--- config.mk ---
export PLATFORM = sky130hd
export DESIGN_NAME = pipe_hazard_ctrl
export DESIGN_NICKNAME = d
export VERILOG_FILES = /design/src/rtl/pipe_ctrl_pkg.sv /design/src/rtl/pipe_fwd_unit.sv /design/src/rtl/pipe_hazard_ctrl.sv
export SDC_FILE = /design/constraint.sdc
export NUM_CORES = 1
export LEC_CHECK = 0
export CORE_ASPECT_RATIO = 1.2
export CORE_MARGIN = 2
export CORE_UTILIZATION = 48
export CTS_BUF_LIST = sky130_fd_sc_hd__clkbuf_8
export CTS_CLUSTER_DIAMETER = 30
export DETAILED_ROUTE_END_ITERATION = 7
export PLACE_DENSITY = 0.89
export REMOVE_ABC_BUFFERS = 1
export SYNTH_ARGS = -nofsm -noshare
export SYNTH_HDL_FRONTEND = slang
export SYNTH_SLANG_ARGS = --single-unit
--- constraint.sdc ---
create_clock -name clk -period 3.04 [get_ports clk]
set_clock_uncertainty 0.05 [all_clocks]
set_input_delay 0.608 -clock clk [delete_from_list [all_inputs] [get_ports clk]]
set_output_delay 0.608 -clock clk [all_outputs]
set_load 0.03 [all_outputs]
--- src/rtl/pipe_ctrl_pkg.sv ---
// Shared definitions for the pipeline hazard controller: divider latency,
// FSM state encoding, forwarding-select encoding and a stage-match helper.
package pipe_ctrl_pkg;

  localparam int DIV_LAT = 32;
  localparam int CNT_W   = 5;

  typedef enum logic {
    RUN      = 1'b0,
    DIV_WAIT = 1'b1
  } state_e;

  typedef enum logic [1:0] {
    FWD_RF  = 2'b00,
    FWD_EXE = 2'b01,
    FWD_MEM = 2'b10,
    FWD_WB  = 2'b11
  } fwd_sel_e;

  // A later stage can supply an operand only if it really writes a non-zero register.
  function automatic logic stage_match(input logic we, input logic [4:0] waddr,
                                       input logic [4:0] src);
    return we && (waddr != 5'd0) && (waddr == src);
  endfunction

endpackage

--- src/rtl/pipe_fwd_unit.sv ---
// Operand forwarding select for one source register: youngest producer wins.
module pipe_fwd_unit
  import pipe_ctrl_pkg::*;
(
  input  logic [4:0] src,
  input  logic       exe_rf_we,
  input  logic [4:0] exe_rf_waddr,
  input  logic       mem_rf_we,
  input  logic [4:0] mem_rf_waddr,
  input  logic       wb_rf_we,
  input  logic [4:0] wb_rf_waddr,
  output logic [1:0] sel
);

  // Priority EXE > MEM > WB > register file; register 0 never matches.
  always_comb begin
    sel = FWD_RF;
    if (stage_match(exe_rf_we, exe_rf_waddr, src))
      sel = FWD_EXE;
    else if (stage_match(mem_rf_we, mem_rf_waddr, src))
      sel = FWD_MEM;
    else if (stage_match(wb_rf_we, wb_rf_waddr, src))
      sel = FWD_WB;
  end

endmodule

--- src/rtl/pipe_hazard_ctrl.sv ---
// Pipeline hazard controller: load-use and divider-busy stalls, divider
// sequencing FSM, per-operand forwarding selects and a stall-cycle counter.
module pipe_hazard_ctrl
  import pipe_ctrl_pkg::*;
(
  input  logic        clk,
  input  logic        reset,
  input  logic [4:0]  id_rs,
  input  logic [4:0]  id_rt,
  input  logic        id_use_rs,
  input  logic        id_use_rt,
  input  logic        id_uses_mdu,
  input  logic        exe_rf_we,
  input  logic        exe_isLW,
  input  logic        exe_is_div,
  input  logic [4:0]  exe_rf_waddr,
  input  logic [4:0]  mem_rf_waddr,
  input  logic [4:0]  wb_rf_waddr,
  input  logic        mem_rf_we,
  input  logic        wb_rf_we,
  output logic        pc_we,
  output logic        ii_we,
  output logic        ie_we,
  output logic        ie_bubble,
  output logic        mdu_start,
  output logic        mdu_busy,
  output logic [1:0]  fwd_rs_sel,
  output logic [1:0]  fwd_rt_sel,
  output logic [31:0] stall_cnt
);

  state_e           state, state_nxt;
  logic [CNT_W-1:0] cnt, cnt_nxt;
  logic             load_use;
  logic             mdu_haz;
  logic             stall;

  assign mdu_busy = (state == DIV_WAIT);

  // Hazard detection and pipeline register enables; both hazards collapse into one stall.
  always_comb begin
    load_use  = exe_isLW && exe_rf_we && (exe_rf_waddr != 5'd0) &&
                ((id_use_rs && (id_rs == exe_rf_waddr)) ||
                 (id_use_rt && (id_rt == exe_rf_waddr)));
    mdu_haz   = mdu_busy && id_uses_mdu;
    stall     = load_use || mdu_haz;
    pc_we     = !stall;
    ii_we     = !stall;
    ie_we     = 1'b1;
    ie_bubble = stall;
  end

  // Divider FSM next state: start pulse only from RUN, DIV_WAIT spans DIV_LAT cycles.
  always_comb begin
    state_nxt = state;
    cnt_nxt   = cnt;
    mdu_start = 1'b0;
    case (state)
      RUN: begin
        if (exe_is_div) begin
          mdu_start = !reset;
          state_nxt = DIV_WAIT;
          cnt_nxt   = CNT_W'(DIV_LAT - 1);
        end
      end
      DIV_WAIT: begin
        if (cnt == '0)
          state_nxt = RUN;
        else
          cnt_nxt = cnt - 1'b1;
      end
      default: state_nxt = RUN;
    endcase
  end

  // Divider FSM state register; reset abandons any divide in flight.
  always_ff @(posedge clk) begin
    if (reset) begin
      state <= RUN;
      cnt   <= '0;
    end else begin
      state <= state_nxt;
      cnt   <= cnt_nxt;
    end
  end

  // Stall-cycle counter, free-running wrap at 2^32.
  always_ff @(posedge clk) begin
    if (reset)
      stall_cnt <= '0;
    else if (stall)
      stall_cnt <= stall_cnt + 32'd1;
  end

  pipe_fwd_unit u_fwd_rs (
    .src          (id_rs),
    .exe_rf_we    (exe_rf_we),
    .exe_rf_waddr (exe_rf_waddr),
    .mem_rf_we    (mem_rf_we),
    .mem_rf_waddr (mem_rf_waddr),
    .wb_rf_we     (wb_rf_we),
    .wb_rf_waddr  (wb_rf_waddr),
    .sel          (fwd_rs_sel)
  );

  pipe_fwd_unit u_fwd_rt (
    .src          (id_rt),
    .exe_rf_we    (exe_rf_we),
    .exe_rf_waddr (exe_rf_waddr),
    .mem_rf_we    (mem_rf_we),
    .mem_rf_waddr (mem_rf_waddr),
    .wb_rf_we     (wb_rf_we),
    .wb_rf_waddr  (wb_rf_waddr),
    .sel          (fwd_rt_sel)
  );

endmodule

# == After elaboration in Yosys (flattened, before gate mapping) ==
# Index checks and enable logic that the tools add are counted.
# totals
mem_bits_ro,0
memories,0
input_bits,35
regBits,38
out_inout_bits,42
word_cells,54
latchBits,0
mem_bits_rw,0
# op_classes
muxes,14
n_reduce_logical,24
div_mod_pow,0
bitwise,1
n_addsub,2
n_lt_le_gt_ge,0
shift,0
n_eq_ne,10
n_mul,0
# op_table
operator,n
$eq 5x5->1,8
$add 32x1->32 const B,1
$logic_and 1x1->1,15
$reduce_bool 5->1,3
$mux 2,6
$mux 5,2
$pmux 5 s2,1
$logic_not 5->1,1
$sub 5x1->5 const B,1
$mux 1,4
$ne 2x2->1 const B,2
$logic_not 1->1,2
$logic_or 1x1->1,2
$pmux 1 s2,1
$reduce_and 2->1,1
$not 1->1,1

# == Longest topological paths before layout ==
# logic_depth
word_depth,6
ltp_mapped,8
mapped_depth_nobuf,7

# == Modules after synthesis ==
# From an unflattened synthesis, not the netlist that was laid out.
# unflattened
hier_cells,308
hier_area_um2,2481.1
# by_module_without_submodules
module,seq_area_each_um2,cells_each,area_per_inst_um2,instances
pipe_hazard_ctrl,760.7,238,1973.1,1
pipe_fwd_unit,0.0,35,254.0,2

# == Worst setup path before layout ==
# No wires, ideal clock.
# synth_timing
path_type,input to output
start,input port exe_rf_waddr[0]
end,output port pc_we
path_stages,6
path_buffers,3
arrival_time_ns,2.162
required_ns,2.382
slack_ns,0.220
path_cell_list,or4_1 o21a_1 a32oi_4 buf_6 buf_12 buf_4
# synth_between
elab_chain_cells,6
# synth_rtl
item,line,source
start: declaration,pipe_hazard_ctrl.sv:16,"input logic [4:0] exe_rf_waddr,"
$eq 5x5->1 (on tied branches),"pipe_hazard_ctrl.sv:43, pipe_hazard_ctrl.sv:44",
$logic_and 1x1->1 (on tied branches),"pipe_hazard_ctrl.sv:43, pipe_hazard_ctrl.sv:44",
$logic_or 1x1->1,pipe_hazard_ctrl.sv:43,((id_use_rs && (id_rs == exe_rf_waddr)) ||
$logic_and 1x1->1 (*),pipe_hazard_ctrl.sv:42,load_use = exe_isLW && exe_rf_we && (exe_rf_waddr != 5'd0) &&
$logic_or 1x1->1 (*),pipe_hazard_ctrl.sv:46,stall = load_use || mdu_haz;
$logic_not 1->1 (*),n/a,
end: declaration,pipe_hazard_ctrl.sv:21,"output logic pc_we,"
# Mark *: on every way between the ends. The rest lies on a longest branch, timed or not.

# == Final worst setup path ==
# layout_timing
start,input port exe_rf_waddr[3]
end,output port pc_we
# layout_between
elab_chain_cells,6
# layout_rtl
item,line,source
$eq 5x5->1 (on tied branches),"pipe_hazard_ctrl.sv:43, pipe_hazard_ctrl.sv:44",
$logic_and 1x1->1 (on tied branches),"pipe_hazard_ctrl.sv:43, pipe_hazard_ctrl.sv:44",
$logic_or 1x1->1,pipe_hazard_ctrl.sv:43,
$logic_and 1x1->1 (*),pipe_hazard_ctrl.sv:42,
$logic_or 1x1->1 (*),pipe_hazard_ctrl.sv:46,
$logic_not 1->1 (*),pipe_hazard_ctrl.sv:47,pc_we = !stall;
# Marks and branches as above.

==> results_dict.tcl <==
set metrics [dict create \
    overflow 0 \
    max_cap_violations 0 \
    p_per_area_nw_per_um2 371 \
    ir_drop_mv 0.575 \
    postSynthAreaPerCell_um2 8.13 \
    cp.arrival_ns 2.35 \
    antenna_cells 0 \
    fin_cells 454 \
    timing_hold_violations_final 0 \
    drc_errors 0 \
    pre_cts_ws_ns -0.337 \
    netlist_top_cells_count "38 x dfxtp_1, 26 x xnor2_1, 25 x a21oi_1" \
    end_kind "output port" \
    comb_power_share 0.188 \
    status "finished, final reports clean" \
    clock-sinks 38 \
    yosysTopAreaCell "dfxtp_1" \
    place.gp.congestion 0.783 \
    grt_pass1_wl_mm 11.2 \
    min-delay-start "stall_cnt[31]" \
    r2r_setup_slack_ns 0.74 \
    min_period_over_period 0.990 \
    min_path_cells 2 \
    h-tree-depth 2 \
    whs_ns 0.423 \
    ant_nets 0 \
    vias 2598 \
    rsz0062_at_grt "true" \
    firstDrtPassIters 4 \
    tightest_slew_ns 0.679 \
    synth_most_common_cell "dfxtp_1" \
    cts_buffers 5 \
    coreArea_um2 4870 \
    viasPerCell 5.72 \
    fin_nets 430 \
    cts.clk_slew.worst_paths_ns 0.08 \
    startpoint_type "input port" \
    swShare 0.242 \
    synth_cell_types 45 \
    drt_iter0_drc 63 \
    critical_path_class "in2out" \
    area_delta_synth_final_pct 45.1 \
    final_cell_area_um2 3490 \
    grt_pass1_vias 2534 \
    drive_above_1_share 0.165 \
    placed_cell_area_um2 3340 \
    seq_power_share 0.401 \
    setup_violations 0 \
    die_w_um 68.6 \
    antenna_found_initial 0 \
    ys_ff_latch 38 \
    grt_usage 0.265 \
    p_int_uw 981 \
    synth_edf_count 0 \
    fmax_mhz 332 \
    ys_seq_area_frac 0.316 \
    slew_headroom 0.543 \
    routedWlPerCell_um 15.8 \
    wirelength_mm 7.16 \
    dpl.cell_count 445 \
    p_leak_uw 0.00114 \
    holdPathEnd "stall_cnt[31]" \
    pin_count 77 \
    path_max_fanout 4 \
    io_buffers 75 \
    cts_max_path_buffers 2 \
    grt_max_degree 43 \
    yosysWarnings 0 \
    switching_power_uw 314 \
    required_ns 2.38 \
    synth_async_sr_flop_share 0 \
    cts_tree "yes" \
    maxSlewViolCount 0 \
    timing.rr.end "stall_cnt[30]" \
    clock_latency_ns 0.29 \
    finalWorstSetupSlack_ns 0.0290 \
    hold_class "reg2reg" \
    yosys-top-cells-area "dfxtp_1 32%, xnor2_1 9.5%, or3_1 5.5%" \
    cts-root-buf "clkbuf_8" \
    start_util 0.494 \
    p_clk_frac 0.411 \
    fillers 352 \
    die_h_um 81.6 \
    synth_top_flop_cell "dfxtp_1" \
    hpwl_mm 5.18 \
    syn-instance-count 296 \
    synth_top_cell_area_share 0.316 \
    r2r_cells 6 \
    synth_area_um2 2410 \
    row_count 28 \
    r2r-start "stall_cnt[19]" \
    die_area_um2 5600 \
    fin_crit_ns 3.01 \
]
[what timing repair did]
action                                 in CTS  in global routing
buffers inserted                            2                  0
pin swaps                                   1                  0
gates resized for setup                     5                  4
setup endpoints to repair                   3                 13
endpoints found under the hold margin       0                  0
hold buffers                                0                  0
[final cells by class]
cell class                      instances  area [µm²]  area share
Multi-Input combinational cell        236        1530       0.439
Timing Repair Buffer                  104         952       0.273
Sequential cell                        38         761       0.218
Clock buffer                            6        82.6      0.0236
Tap cell                               60        75.1      0.0215
Clock inverter                          2        60.1      0.0172
Inverter                                8        30.0     0.00860
[registers in the layout, summed over array words and instances, names as in the netlist]
register / count
cnt: 5
mdu_busy: 1
stall_cnt: 32
[power groups by stage]
stage	combinational [µW]	sequential [µW]	clock, µW
after global placement	233	529	0
after detailed placement	239	530	0
after floorplan	103	533	0
after CTS	245	518	541
final	243	519	533
after global routing	264	520	559
[per-layer routing]
layer / wire length, µm / track usage / share of wire
met5: 0 / 0 / 0
met4: 293 / 0.154 / 0.041
met3: 531 / 0.0521 / 0.074
met2: 3600 / 0.479 / 0.50
met1: 2740 / 0.277 / 0.38
[per-stage QoR]
step | utilization | TNS, ns | power (µW)
4_1_cts | 0.720 | -0.00229 | 1300
3_5_place_dp | 0.686 | -3.19 | 769
2_1_floorplan | - | -3.32 | 636
5_1_grt | 0.717 | -0.162 | 1340
3_3_place_gp | 0.686 | -2.50 | 762
6_report | 0.717 | 0 | 1290
[worst max-delay path by stage]
stage,to,cells after the start,from,slack (ns)
4_1_cts,ie_bubble,6,exe_rf_waddr[0],-0.002
3_3_place_gp,ie_bubble,6,exe_rf_waddr[0],-0.34
6_report,pc_we,6,exe_rf_waddr[3],0.03
3_5_place_dp,ie_bubble,6,exe_rf_waddr[0],-0.34
2_1_floorplan,ie_bubble,4,exe_rf_waddr[0],-0.51
5_1_grt,pc_we,6,exe_rf_waddr[3],-0.04
[cell usage in the layout (no fill, tap or decap), drive strengths merged, types with 4 or more instances in the layout]
| master | Yosys | layout |
|---|---|---|
| nor2 | 12 | 12 |
| and3 | 6 | 6 |
| xor2 | 7 | 7 |
| a21oi | 34 | 34 |
| nand4 | 12 | 12 |
| o21ai | 24 | 24 |
| nor4 | 4 | 4 |
| buf | 6 | 36 |
| nor3 | 7 | 7 |
| and2 | 6 | 6 |
| clkbuf | 8 | 6 |
| nand3 | 21 | 21 |
| inv | 8 | 8 |
| or3 | 21 | 21 |
| xnor2 | 26 | 26 |
| o31ai | 6 | 6 |
| nand2 | 19 | 19 |
| or4 | 7 | 7 |
| clkdlybuf4s50 | 0 | 68 |
| dfxtp | 38 | 38 |
[cell families (layout without fill, tap and decap cells)]
kind of cell,after synthesis,in the layout,share of synthesized area
simple gates,122,122,0.280
other cells,1,1,0.00156
xor+xnor,33,33,0.120
buf+inv,22,120,0.0499
compound gates,77,77,0.218
flops,38,38,0.316
mux,1,1,0.00416
fa+ha+maj,2,2,0.0104
[worst max-delay path, cell delays in order]
cell and delay [ns]:
clkdlybuf4s50_1 0.43, or4_1 0.54, o21a_1 0.22, a32oi_4 0.25, buf_6 0.16, buf_4 0.15
No activity file was read; power rests on OpenSTA's default activity.
